[src/rtl/mem_access_sched.sv]
// mem_access_sched: load/store sequencer for the MIPS memory stage.
// Accepts a decoded load/save class, issues at most one req/ack access to
// data memory, performs the register writeback and reports misaligned or
// timed-out accesses with a one-cycle err pulse.
module mem_access_sched #(
    parameter int TIMEOUT = 15
) (
    input  logic        clk,
    input  logic        rst,
    input  logic        start,
    input  logic [1:0]  load_sel,
    input  logic [31:0] addr,
    input  logic [31:0] wdata,
    input  logic [31:0] alu_result,
    input  logic [4:0]  dest,
    output logic        mem_req,
    output logic        mem_we,
    output logic [31:0] mem_addr,
    output logic [31:0] mem_wdata,
    input  logic        mem_ack,
    input  logic [31:0] mem_rdata,
    output logic        stall,
    output logic        wb_en,
    output logic [4:0]  wb_addr,
    output logic [31:0] wb_data,
    output logic        err
);

    localparam int CNT_W = $clog2(TIMEOUT + 1);
    // Count value held during the last permitted REQ cycle.
    localparam logic [CNT_W-1:0] CNT_LAST = CNT_W'(TIMEOUT - 1);
    localparam logic [CNT_W-1:0] CNT_MAX  = CNT_W'(TIMEOUT);

    typedef enum logic [1:0] {
        ST_IDLE = 2'd0,
        ST_REQ  = 2'd1,
        ST_WB   = 2'd2
    } state_t;

    state_t           state_q, state_d;
    logic [CNT_W-1:0] cnt_q, cnt_d;
    logic             mem_we_q, mem_we_d;
    logic [31:0]      mem_addr_q, mem_addr_d;
    logic [31:0]      mem_wdata_q, mem_wdata_d;
    logic [4:0]       wb_addr_q, wb_addr_d;
    logic [31:0]      wb_data_q, wb_data_d;
    logic             err_q, err_d;

    logic             ready;
    logic             aligned;

    // Saturating increment: the wait counter never wraps back to zero.
    function automatic logic [CNT_W-1:0] sat_inc(input logic [CNT_W-1:0] v);
        return (v >= CNT_MAX) ? CNT_MAX : v + CNT_W'(1);
    endfunction

    assign ready   = (state_q != ST_REQ);
    assign aligned = (addr[1:0] == 2'b00);

    // Next-state and capture logic; start is only honoured in ready states.
    always_comb begin
        state_d     = state_q;
        cnt_d       = cnt_q;
        mem_we_d    = mem_we_q;
        mem_addr_d  = mem_addr_q;
        mem_wdata_d = mem_wdata_q;
        wb_addr_d   = wb_addr_q;
        wb_data_d   = wb_data_q;
        err_d       = 1'b0;

        case (state_q)
            ST_REQ: begin
                if (mem_ack) begin
                    if (mem_we_q) begin
                        state_d = ST_IDLE;
                    end else begin
                        wb_data_d = mem_rdata;
                        state_d   = ST_WB;
                    end
                end else begin
                    cnt_d = sat_inc(cnt_q);
                    if (cnt_q >= CNT_LAST) begin
                        state_d = ST_IDLE;
                        err_d   = 1'b1;
                    end
                end
            end
            default: begin
                // IDLE and WB both fall back to IDLE unless a new op is taken.
                state_d = ST_IDLE;
                if (start) begin
                    case (load_sel)
                        2'b01: begin
                            wb_data_d = alu_result;
                            wb_addr_d = dest;
                            state_d   = ST_WB;
                        end
                        2'b10, 2'b11: begin
                            if (aligned) begin
                                mem_addr_d  = addr;
                                mem_wdata_d = wdata;
                                wb_addr_d   = dest;
                                mem_we_d    = ~load_sel[0];
                                cnt_d       = '0;
                                state_d     = ST_REQ;
                            end else begin
                                err_d = 1'b1;
                            end
                        end
                        default: ;
                    endcase
                end
            end
        endcase
    end

    // State and captured operands; reset clears everything, including data.
    always_ff @(posedge clk) begin
        if (rst) begin
            state_q     <= ST_IDLE;
            cnt_q       <= '0;
            mem_we_q    <= 1'b0;
            mem_addr_q  <= '0;
            mem_wdata_q <= '0;
            wb_addr_q   <= '0;
            wb_data_q   <= '0;
            err_q       <= 1'b0;
        end else begin
            state_q     <= state_d;
            cnt_q       <= cnt_d;
            mem_we_q    <= mem_we_d;
            mem_addr_q  <= mem_addr_d;
            mem_wdata_q <= mem_wdata_d;
            wb_addr_q   <= wb_addr_d;
            wb_data_q   <= wb_data_d;
            err_q       <= err_d;
        end
    end

    assign mem_req   = (state_q == ST_REQ);
    assign mem_we    = mem_we_q;
    assign mem_addr  = mem_addr_q;
    assign mem_wdata = mem_wdata_q;
    assign wb_en     = (state_q == ST_WB);
    assign wb_addr   = wb_addr_q;
    assign wb_data   = wb_data_q;
    assign err       = err_q;
    // Stall as soon as an aligned memory op is accepted, and throughout REQ.
    assign stall     = (state_q == ST_REQ) | (ready & start & load_sel[1] & aligned);

endmodule

[config.mk]
export PLATFORM = sky130hd
export DESIGN_NAME = mem_access_sched
export DESIGN_NICKNAME = d
export VERILOG_FILES = /design/src/rtl/mem_access_sched.sv
export SDC_FILE = /design/constraint.sdc
export NUM_CORES = 1
export LEC_CHECK = 0
export BUFFER_PORTS_ARGS = -buffer_cell sky130_fd_sc_hd__buf_2
export CORE_UTILIZATION = 44
export DETAILED_ROUTE_END_ITERATION = 12
export GPL_TIMING_DRIVEN = 0
export PLACE_DENSITY = 0.89
export SYNTH_ARGS = -nofsm -noshare
export SYNTH_HDL_FRONTEND = slang
export SYNTH_SLANG_ARGS = --single-unit
[constraint.sdc]
create_clock -name clk -period 2.2 [get_ports clk]
set_clock_uncertainty 0.1 [all_clocks]
set_input_delay 0.22 -clock clk [delete_from_list [all_inputs] [get_ports clk]]
set_output_delay 0.22 -clock clk [all_outputs]
set_load 0.03 [all_outputs]
==> results of run 1 <==
through the flow:
step	util	power, mW	hold slack [ns]	worst slack, ns
CTS	0.706	4.01	0.000451	0.0348
finish	0.707	4.00	0.0174	0.146
global route	0.707	4.16	0.00362	0.0469
floorplan	-	2.43	0.216	0.577
detailed placement	0.604	2.68	0.325	0.183
global placement	0.604	2.67	0.312	0.176
cell families after synthesis:
logic type,Yosys count
adders and majority gates,2
buffers and inverters,42
and+or+nand+nor,256
muxes,5
DFF,109
AOI/OAI and AO/OA,106
cells in the mapped netlist (all sizes together):
library cell  instances  area share
nor2b                 3      0.0045
nand4                 2      0.0030
o32a                  1      0.0024
ha                    2      0.0060
o221ai                1      0.0021
dfxtp               109        0.52
or3b                  1      0.0021
mux2i                 5       0.012
and4bb                1      0.0030
nand2b               11       0.017
nor2                 37       0.033
a211oi                1      0.0018
nor4                  2      0.0066
nor3b                 2      0.0036
a21oi                66       0.079
a31oi                 2      0.0045
a31o                  1      0.0021
buf                  18       0.026
o211ai                1      0.0018
and4b                 2      0.0048
clkbuf               22       0.020
nand2               192        0.17
and3b                 1      0.0021
a311oi               33       0.069
inv                   2      0.0018
nand3                 2      0.0024
how the worst max path moves through the flow:
stage                                  startpoint                      end  slack (ns)  cells past startpoint
after floorplan               mem_we$_SDFFE_PP0P_  wb_data[0]$_SDFFE_PP0P_        0.58                      5
after global placement    state_q[1]$_SDFFE_PP0P_                    stall        0.18                      6
after detailed placement  state_q[1]$_SDFFE_PP0P_                    stall        0.18                      6
after CTS                 state_q[1]$_SDFFE_PP0P_                    stall        0.03                      6
after global routing      state_q[1]$_SDFFE_PP0P_                    stall        0.05                      5
final                     state_q[1]$_SDFFE_PP0P_                    stall        0.15                      5
power by group through the flow:
stage	Combinational [mW]	Sequential [mW]	Clock (mW)
after global routing	0.731	2.08	1.34
after global placement	0.558	2.12	0
final	0.682	2.07	1.25
after CTS	0.667	2.07	1.27
after floorplan	0.185	2.25	0
after detailed placement	0.565	2.12	0
layout make-up:
cell class,count,area share
plain buffers,40,0.0299
clock buffers,10,0.0211
clock inverters,5,0.0103
inverters,2,0.00115
multi-input cells,369,0.279
flip-flops and latches,109,0.334
well taps,129,0.0247
repair buffers,318,0.300
state kept, by name, indices dropped and copies added, names as in the netlist:
name	cells
state_q	2
err	1
wb_addr	5
wb_data	32
mem_wdata	32
cnt_q	4
mem_we	1
mem_addr	32
layer usage:
metal / track usage / vias to the layer above
li1: - / 2395
met1: 0.308 / 2231
met2: 0.529 / 280
met3: 0.0625 / 42
met4: 0.166 / 0
met5: 0 / -
worst min-delay path, stage by stage:
cell and delay [ns]:
buf_2 0.09, nand2_1 0.04, a311oi_1 0.07
timing repair:
action,CTS,global route
gates resized for setup,2,1
hold buffers,73,0
setup buffers,0,1
endpoints found under the hold margin,70,0
pin swaps,0,1
setup endpoints to repair,1,1
==> impl_results.md, run 1 <==
* Clk pwr share at 0.311
* ANT nets after route at 0
* TNS Setup at 0 ns
* Post-synth cell types at 32
* Dpl hpwl at 9500 microns
* Layout cells sized above 1 at 0.334
* Final setup viols at 0
* Main combinational cell family by area after synthesis: simple AND/OR/NAND/NOR gates
* Metal3 WL at roughly 1200 microns
* Top layer in use: met4
* Critical path data required time at 1.88 ns
* H-tree depth at 3
* TritonRoute pass-1 iters at 4
* Starting Density at 0.455
* Vias in the first global route at between 4000 and 5000
* DRC at 0
* Root buf cell: clkbuf_8
* CP startpoint kind: flip-flop
* Combinational share of power at 0.170
* Ordered list of cells on the worst path: nand2b_2, buf_6, clkbuf_1, nand2_1, buf_2
* Seq pwr share at 0.518
* Total CTS buffers at 9
* Crit path kind: reg2out
* Wire per inst at 14.9 microns
* Pwr dens at 613 nW/um^2
* Row cnt at 35
* MaxCap Viol Count at 0
* DR vias at about 4900
* Mapped Cells at 520
* Slew HR at 0.617
* Post-synthesis simple-gate area fraction at 0.253
* Wire length of the first global-routing pass at ~23000 microns
* Clk_lat worst skew at 0.35 ns
* WP buf/inv at 3
* Pint at 2.91 mW
* Seq/Total Area, Yosys at 0.519
* Multiplexer area fraction after synthesis at 0.0119
* Reg-to-reg startpoint: state_q[1]$_SDFFE_PP0P_
* Worst R2R Path Depth at 7
* Fmax at a little under 0.5 GHz
* FF-to-FF End: mem_addr[4]$_SDFFE_PP0P_
* CP Data Arrival Time at ~1.7 ns
* I/O pin cnt at between 200 and 250
* Clock Sinks at 109
* Final hold vios at 0
* CTS tree: built
* Tightest Pin Transition at around 0.57 ns
* Hold crit path type: in2reg
* Worst Setup End Kind: output port
* Synth Area in Adders at 0.00596
* Slowest cell on crit path: dfxtp_1
* # diodes at 0
* Most common cell after layout, fill and taps aside: buf_2
* Period utilization at 0.934
* Worst VDD drop at between 0.3 and 0.4 mV
* # placed instances at 893
* Post-Route WL at 14600 microns
* Die width at between 90 and 100 microns
* Avg Inst Size Synth at 8.08 sq um
* Final cell count without fillers at 982
* Synthesized area at 4200 sq um
* Post-synthesis net count at roughly 660
* Final slew viol count at 0
* Number of port buffers at 244
* Hold path cells at 3
* Outcome: completed
* Leakage power at 3.04 nW
* Final Cell Area at 6530 sq um
* RSZ-0062 raised after global routing: false
* Met2 routed WL at 7510 microns
* Hold path startpoint: mem_rdata[16]
* Sw Ratio at 0.273
* FF-to-FF setup slack at 0.28 ns
* Final #Nets at 990
* CP max stage delay at approximately 0.37 ns
* DRT iter0 DRCs at 164
* Routability Congestion at 0.820
* Sequential Area at roughly 2200 sq um
* Die height at 99.7 microns
* Synth warnings at 0
* Vias per std cell at 5.04
* Largest net degree at the start of global routing at 19
* Tot GR Track Use at 0.291
* Grt ovf at 0
* Core area at 9240 sq um
* DP Area at 5580 sq um
* Area growth from synthesis to layout at 55.4%
* Die Area at 9940 sq um
* Clock Path Buffers at 2
* Worst-path fanout max at 10
* CTS clk-pin slew, worst paths at 0.10 ns
* Initial antenna violation count at 0
* Psw at 1.09 mW
* WL met1 at 5480 microns
* Fin crit period at between 2 and 2.5 ns
* Most frequent cells in the layout: 256 x buf_2, 192 x nand2_1, 109 x dfxtp_1
* Multi-input logic area at between 1500 and 2000 sq um
* Xor-xnor portion of the synthesized cell area at 0
* Hold worst-path end: wb_data[16]$_SDFFE_PP0P_
* CP delay by family, top: buffers and inverters
* Compound-gate portion of the synthesized area at 0.162
* # fillers at 689
* Register bit total from synthesis at 109
Power figures use the tool's default switching activity.
==> run 2: changes to the inputs <==
==> constraint.sdc (replaced) <==
create_clock -name clk -period 2.2 [get_ports clk]
set_clock_uncertainty 0.1 [all_clocks]
set_input_delay 0.22 -clock clk [delete_from_list [all_inputs] [get_ports clk]]
set_output_delay 0.22 -clock clk [all_outputs]
set_load 0.05 [all_outputs]
==> run 2 against run 1 <==
  * Register-to-register slack worse by 0.08 ns
  * Die area unchanged
  * Total power up 2.6%
  * Largest power group unchanged
  * Wire length down 0.19%
  * Sequential cell count unchanged
  * Largest cell class unchanged
  * Sequential share of layout area about the same
==> impl_results.md, run 2 (synthesis gave the netlist of run 1 again) <==
* CTS tree: built
* Fin crit period at between 2 and 2.5 ns
* CP Data Arrival Time at ~1.8 ns
* Slowest cell on crit path: dfxtp_1
* TritonRoute pass-1 iters at 6
* Tot GR Track Use at 0.291
* Most frequent cells in the layout: 255 x buf_2, 192 x nand2_1, 109 x dfxtp_1
* Period utilization at 0.954
* Sequential Area at 2180 sq um
* Die width at ~100 microns
* Clock Sinks at 109
* Routability Congestion at 0.820
* TNS Setup at 0 ns
* Die height at about 100 microns
* Clk pwr share at 0.304
* Final slew viol count at 0
* Final cell count without fillers at slightly below 1000
* Initial antenna violation count at 0
* # diodes at 0
* Number of port buffers at 244
* Met2 Use GR at 0.529
* Final Power at 4.11 mW
* Wire length of the first global-routing pass at 22700 microns
* Total CTS buffers at 9
* DRC at 0
* Vias in the first global route at 4803
* I/O pin cnt at 245
* Post-Route WL at 14600 microns
* Grt ovf at 0
* Most common cell after layout, fill and taps aside: buf_2
* Tightest Pin Transition at about 0.57 ns
* Slew HR at 0.617
* Wire per inst at ~15 microns
* Vias per std cell at just over 5
* Clk_lat worst skew at around 0.35 ns
* Hold crit path type: in2reg
* CTS clk-pin slew, worst paths at roughly 0.10 ns
* Grt met1 use at 0.308
* Crit path kind: reg2out
* Psw at ~1.2 mW
* MaxCap Viol Count at 0
* Outcome: completed
* WP buf/inv at 3
* Dpl hpwl at 9500 microns
* # placed instances at 893
* Setup ws final at a little over 0.1 ns
* Final hold vios at 0
* Area growth from synthesis to layout at 55.3%
* Global route hottest layer: met2
* Met3 usage at 0.0625
* Multi-input logic area at ~1800 sq um
* Die Area at 9940 sq um
* Pint at 2.91 mW
* Worst Setup End Kind: output port
* H-tree depth at 3
* CP delay by family, top: buffers and inverters
* DR vias at 4962
* Final #Nets at 988
* Starting Density at 0.455
* Ordered list of cells on the worst path: nand2b_2, buf_6, clkbuf_1, nand2_1, buf_4
* Critical path data required time at 1.88 ns
* Core area at 9240 sq um
* CP startpoint kind: flip-flop
* Setup Buffers After CTS at 0
* Seq pwr share at 0.505
* DP Worst Slack at 0.149 ns
* CP max stage delay at 0.37 ns
* Combinational share of power at 0.191
* Leakage power at 3.03 nW
* Largest net degree at the start of global routing at 19
* Fmax at 0.476 GHz
* Root buf cell: clkbuf_8
* Layout cells sized above 1 at 0.334
* # fillers at between 600 and 700
* Worst Hold Slack at about 0.017 ns
* Row cnt at 35
* Pwr dens at about 630 nW/um^2
* Worst-path fanout max at 10
* Final setup viols at 0
* Sw Ratio at 0.292
* DRT iter0 DRCs at 120
* Worst VDD drop at 0.352 mV
* ANT nets after route at 0
* RSZ-0062 raised after global routing: false
* Clock Path Buffers at 2
-- run 2: what timing repair did --
action                                 in CTS  in global routing
hold buffers                               73                  0
setup endpoints to repair                   1                  2
gates resized for setup                     3                  2
endpoints found under the hold margin      70                  0
pin swaps                                   0                  1
-- run 2: worst register-to-register path, cell delays in order (launching register included) --
cell and delay [ns]:
dfxtp_1 0.37, nand2b_2 0.16, inv_2 0.14, nor4_4 0.44
buf_4 0.28, buf_4 0.20, nand2_1 0.10, a21oi_1 0.15
-- run 2: per-stage QoR --
step	cell area (sq um)	util
3_5_place_dp	5580	0.604
5_1_grt	6530	0.706
3_3_place_gp	5580	0.604
2_1_floorplan	4200	-
4_1_cts	6530	0.706
6_report	6530	0.706
-- run 2: area by class of cell --
type	count	share of cell area
Multi-Input combinational cell	369	0.279
Tap cell	129	0.0247
Clock inverter	5	0.0104
Timing Repair Buffer	317	0.299
Clock buffer	10	0.0211
Sequential cell	109	0.334
Buffer	39	0.0299
Inverter	2	0.00115
-- run 2: final timing paths --
path	from	to	depth (start not counted)	slack, ns
hold / removal	wdata[9]	mem_wdata[9]$_SDFFE_PP0P_	3	0.02
hold reg to reg	mem_wdata[1]$_SDFFE_PP0P_	mem_wdata[1]$_SDFFE_PP0P_	2	0.36
setup / recovery	state_q[1]$_SDFFE_PP0P_	stall	5	0.10
setup reg to reg	state_q[1]$_SDFFE_PP0P_	mem_addr[4]$_SDFFE_PP0P_	7	0.20
-- run 2: power groups by stage --
stage / combinational (mW) / clock, mW / sequential [mW]
5_1_grt: 0.833 / 1.34 / 2.08
6_report: 0.784 / 1.25 / 2.07
4_1_cts: 0.769 / 1.27 / 2.07
3_3_place_gp: 0.660 / 0 / 2.12
2_1_floorplan: 0.188 / 0 / 2.35
3_5_place_dp: 0.667 / 0 / 2.12
-- run 2: per-layer routing --
layer  part of all wire  vias up  wire length [microns]
li1                   -     2394                      -
met1               0.37     2244                   5440
met2               0.51      274                   7520
met3              0.076       50                   1110
met4              0.036        0                    532
met5                  0        -                      0
